===== config.mk =====
export PLATFORM = sky130hd
export DESIGN_NAME = dsp_mult_arbiter
export DESIGN_NICKNAME = d
export VERILOG_FILES = /design/src/rtl/dsp_mult_arbiter.sv
export SDC_FILE = /design/constraint.sdc
export NUM_CORES = 1
export LEC_CHECK = 0
export CAP_MARGIN = 20
export CORE_MARGIN = 2
export CORE_UTILIZATION = 54
export DETAILED_ROUTE_END_ITERATION = 7
export PLACE_DENSITY = 0.83
export SYNTH_ARGS = -nofsm -noshare
export SYNTH_HDL_FRONTEND = slang
export SYNTH_SLANG_ARGS = --single-unit

===== constraint.sdc =====
create_clock -name clk -period 5.3 [get_ports clk]
set_input_delay 1.59 -clock clk [delete_from_list [all_inputs] [get_ports clk]]
set_output_delay 1.59 -clock clk [all_outputs]
set_load 0.005 [all_outputs]

===== src/rtl/dsp_mult_arbiter.sv =====
// Round-robin arbiter sharing one pipelined signed multiplier between requesters.
// Results carry the requester ID; a stalled output freezes the whole pipeline.
module dsp_mult_arbiter #(
    parameter int NUM_REQ     = 4,
    parameter int DATA_W      = 8,
    parameter int PIPE_STAGES = 2,
    parameter int ID_W        = 2
) (
    input  logic                        clk,
    input  logic                        reset_n,
    input  logic [NUM_REQ-1:0]          req_valid,
    output logic [NUM_REQ-1:0]          req_ready,
    input  logic [NUM_REQ*DATA_W-1:0]   req_a,
    input  logic [NUM_REQ*DATA_W-1:0]   req_b,
    output logic                        res_valid,
    input  logic                        res_ready,
    output logic [2*DATA_W-1:0]         res_data,
    output logic [ID_W-1:0]             res_id,
    output logic                        busy
);

    localparam int P  = PIPE_STAGES;
    localparam int PW = 2 * DATA_W;

    logic [P-1:0]    vld_q, vld_d;
    logic [ID_W-1:0] id_q  [P];
    logic [ID_W-1:0] id_d  [P];
    logic [PW-1:0]   dat_q [P];
    logic [PW-1:0]   dat_d [P];
    logic [ID_W-1:0] ptr_q, ptr_d;

    logic                     advance;
    logic                     found;
    logic                     accept;
    logic [ID_W-1:0]          gnt;
    logic [ID_W-1:0]          idx;
    logic signed [DATA_W-1:0] sel_a, sel_b;
    logic signed [DATA_W-1:0] mul_a, mul_b;
    logic signed [PW-1:0]     prod;

    assign advance = !vld_q[P-1] || res_ready;
    assign accept  = found && advance;

    // Search upward from ptr, wrapping, for the first valid requester.
    always_comb begin
        found = 1'b0;
        gnt   = '0;
        idx   = '0;
        for (int j = 0; j < NUM_REQ; j++) begin
            idx = ID_W'((int'(ptr_q) + j) % NUM_REQ);
            if (!found && req_valid[idx]) begin
                found = 1'b1;
                gnt   = idx;
            end
        end
        sel_a = req_a[int'(gnt)*DATA_W +: DATA_W];
        sel_b = req_b[int'(gnt)*DATA_W +: DATA_W];
    end

    always_comb begin
        req_ready = '0;
        if (accept) req_ready[gnt] = 1'b1;
    end

    always_comb begin
        ptr_d = ptr_q;
        if (accept)
            ptr_d = (gnt == ID_W'(NUM_REQ - 1)) ? '0 : gnt + 1'b1;
    end

    // Single-stage pipe multiplies straight from the grant mux.
    assign mul_a = (P == 1) ? sel_a : dat_q[0][PW-1:DATA_W];
    assign mul_b = (P == 1) ? sel_b : dat_q[0][DATA_W-1:0];
    assign prod  = mul_a * mul_b;

    // ID/data only load with a valid op so outputs hold across bubbles.
    always_comb begin
        vld_d = vld_q;
        id_d  = id_q;
        dat_d = dat_q;
        if (advance) begin
            vld_d[0] = accept;
            if (accept) begin
                id_d[0]  = gnt;
                dat_d[0] = (P == 1) ? prod : {sel_a, sel_b};
            end
            for (int i = 1; i < P; i++) begin
                vld_d[i] = vld_q[i-1];
                if (vld_q[i-1]) begin
                    id_d[i]  = id_q[i-1];
                    dat_d[i] = (i == 1) ? prod : dat_q[i-1];
                end
            end
        end
    end

    always_ff @(posedge clk or negedge reset_n) begin
        if (!reset_n) begin
            vld_q <= '0;
            ptr_q <= '0;
            for (int i = 0; i < P; i++) begin
                id_q[i]  <= '0;
                dat_q[i] <= '0;
            end
        end else begin
            vld_q <= vld_d;
            ptr_q <= ptr_d;
            id_q  <= id_d;
            dat_q <= dat_d;
        end
    end

    assign res_valid = vld_q[P-1];
    assign res_data  = dat_q[P-1];
    assign res_id    = id_q[P-1];
    assign busy      = |vld_q;

endmodule


==> flow_results.org <==
** Cells and area
- Registers take 0.00100 mm^2.
- Fillers :: 697
- Diodes inserted :: 0
- Number of nets at the end of the flow :: 716
- Of the cells placed in the final design, the portion with a size suffix greater than 1 is 0.0771.
- End-of-flow core utilization :: 0.664
- Layout overhead on the synthesized area :: 19.9%
- Summing all multi-input logic gate instances after layout gives 0.00323 mm^2.

** Hold path
- HP Start :: res_data[8]$_DFFE_PN0P_
- The path with the worst hold slack has its endpoint at res_data[8]$_DFFE_PN0P_.
- Worst Hold Class :: register to register
- The worst hold path passes through 2 cells.

** Synth
- Among all flip-flop cells after synthesis, the most frequent one is dfrtp_1.
- When the netlist entered floorplanning its net count stood at 640.
- Of the post-synthesis cell area, the dominant cell type holds 0.228.
- inv_1 is the most common cell in the netlist.
- Async set-or-reset flop fraction in the synthesized netlist :: 1.00
- Fraction of the yosys area taken by sequential cells :: 0.207
- Number of distinct library cell variants in the gate-level netlist after synthesis :: 37
- Avg Cell Area, Syn :: 10.0 um^2
- Summed over all instances, the cell type with the most area after synthesis is fa_1.
- Synthesis inferred 40 register bits.
- For this run, the number of Yosys warnings is 0.
- In the post-synthesis netlist, the biggest area contributors are fa_1, dfrtp_1, mux2i_1, ha_1, inv_1.
- Summing every instance area after synthesis gives 0.00483 mm^2.
- Synthesis handed over a netlist of 481 instances.
- Number of synthesized flops with an enable pin :: 0
- Ranking of synthesized cells by instance count :: inv_1, fa_1, mux2i_1

** CTS
- In this run the clock root is driven by a clkbuf_8.
- Max H-tree Level :: 2
- Clk buf depth :: 2
- Total of hold buffers inserted after clock tree synthesis :: 0
- Number of buffers added for setup after CTS :: 0
- Clock latency on the worst-skew pair, taken at its later pin, is 310 ps.
- Clock tree synthesis found a total of 40 sinks.
- TritonCTS built the clock tree.
- Clock transition at path regs :: 80 ps
- Number of CTS-inserted buffers :: 5
- Cells resized by post-CTS repair :: 0

** Timing
- At the pin with the least slew margin, the transition time is 932 ps.
- Setup violations remaining at the end of the flow were counted as 0.
- Pins Over Slew Limit :: 0
- RSZ-0062 raised after global routing :: no
- The worst pin sits at a relative slew slack of 0.377.
- Of the available clock period, the critical path in the final layout requires 0.955.
- Clock skew on the completed layout was measured at 9.44 ps.
- Crit path time final :: 5060 ps
- Setup TNS :: 0 ps
- Final setup margin :: 237 ps
- Static timing analysis puts the maximum clock frequency at 198 MHz.
- Final Hold Violating Endpoints :: 0

** Placement
- Post-detail-place hpwl :: 7860 um
- The count of buffers added on input and output ports is 94.
- At the placement stage, the worst setup path has a slack of 225 ps.
- Final Wtd Congestion :: 0.829

** Flow run
- Count of max-cap constraint violations :: 0

** Worst setup path
- Crit path launch type :: input pin
- STA puts the critical path data required time at 3710 ps.
- R2R Setup Slk :: 530 ps
- By startpoint and endpoint, the worst setup path is classified as input pin to output pin.
- Critical register-to-register path endpoint :: res_data[14]$_DFFE_PN0P_
- Counting cells, the worst reg-to-reg path comes to 14.
- Along the worst path, the maximum fanout reaches 4.
- Launching point of the worst reg2reg path :: dat_q[19]$_DFFE_PN0P_
- Data arrival, critical path :: 3470 ps
- STA classifies the critical path endpoint as an output pin.

** Floorplanning
- Die area :: 0.00972 mm^2
- In this run the count of I/O pins placed on the die edge is 95.
- For this configuration, the core starts out at a cell density of 0.554.
- The die is 98.6 um wide.
- Die outline height :: 98.6 um
- Area of the placeable core :: 0.00872 mm^2
- Cell Rows :: 34

** Route
- Vias after detailed routing :: 3344
- The final layout contains routed wiring with a total length of 9310 um.
- Antenna-violating nets left :: 0
- For this block, the initial DRC count from the detailed router was 89.
- Number of vias per cell after detailed routing :: 5.02
- Per-cell routed wire length :: 14.0 um
- The first TritonRoute pass finished after 4 iterations.
- After detailed routing, the number of remaining DRC violations is 0.

** GRT
- For this run, the total global-route usage over all layers was measured as 0.208.
- Number of antenna violations at the first check in global routing :: 0
- Global route overflow :: 0
- The number of global-route vias before repair is 3651.
- The first global-routing pass estimated 16500 um of wire.
- Maximum number of pins on one net before global-route repair :: 41

** Outcome
- Outcome :: complete, no violations
-- worst max path at each step --
stage	from	to	slack, ps
6_report	req_valid[0]	req_ready[2]	240
2_1_floorplan	dat_q[19]$_DFFE_PN0P_	res_data[14]$_DFFE_PN0P_	910
4_1_cts	req_valid[0]	req_ready[2]	220
3_5_place_dp	req_valid[0]	req_ready[2]	230
5_1_grt	req_valid[0]	req_ready[2]	100
3_3_place_gp	req_valid[1]	req_ready[0]	320
-- logic make-up after synthesis --
| kind of cell | share of synthesized area |
|---|---|
| xor+xnor | 0.0272 |
| flops | 0.207 |
| compound gates | 0.0567 |
| mux | 0.162 |
| buf+inv | 0.125 |
| fa+ha+maj | 0.313 |
| simple gates | 0.109 |
-- critical path: stages --
cell	delay, ps
clkdlybuf4s50_1	460
nor2b_1	170
o21ai_1	120
o21ai_1	80
a21oi_2	190
inv_1	100
ha_1	210
and2_1	130
clkdlybuf4s50_1	430
-- per-layer routing --
layer,up-vias,track usage,routed length (um),share of wire
li1,1661,-,-,-
met1,1600,0.263,4000,0.43
met2,73,0.381,4910,0.53
met3,10,0.0284,283,0.030
met4,0,0.0453,109,0.012
met5,-,0,0,0
-- per-stage QoR --
| stage | area (um^2) | cells | hold WS (ps) |
|---|---|---|---|
| detailed placement | 5680 | 658 | 467 |
| floorplan | 4830 | 481 | 450 |
| CTS | 5790 | 666 | 486 |
| global placement | 5680 | 658 | 460 |
| finish | 5790 | 666 | 478 |
| global route | 5790 | 666 | 513 |
-- flip-flops by register name (all words and copies together), names as in the netlist --
name,cells
dat_q,16
id_q,2
ptr_q,2
res_data,16
res_id,2
vld_q,2
-- cells in the final DEF, fill, tap and decap left out, drive strengths merged, types with 18 or more instances in the layout --
cell           Yosys  layout
clkdlybuf4s50      0      93
inv               92      93
fa                55      55
mux2i             49      49
and2              48      48
dfrtp             40      40
ha                33      33
nand2             27      27
mux2              26      26
o21ai             18      18
-- area by class of cell --
type / instances / area share
Timing Repair Buffer: 98 / 0.167
Clock buffer: 5 / 0.0119
Multi-Input combinational cell: 320 / 0.558
Tap cell: 108 / 0.0233
Clock inverter: 3 / 0.00799
Sequential cell: 40 / 0.173
Inverter: 92 / 0.0596
Power is not shown: default switching activity piles up to over one toggle a cycle in this logic, so the estimate is an artifact.
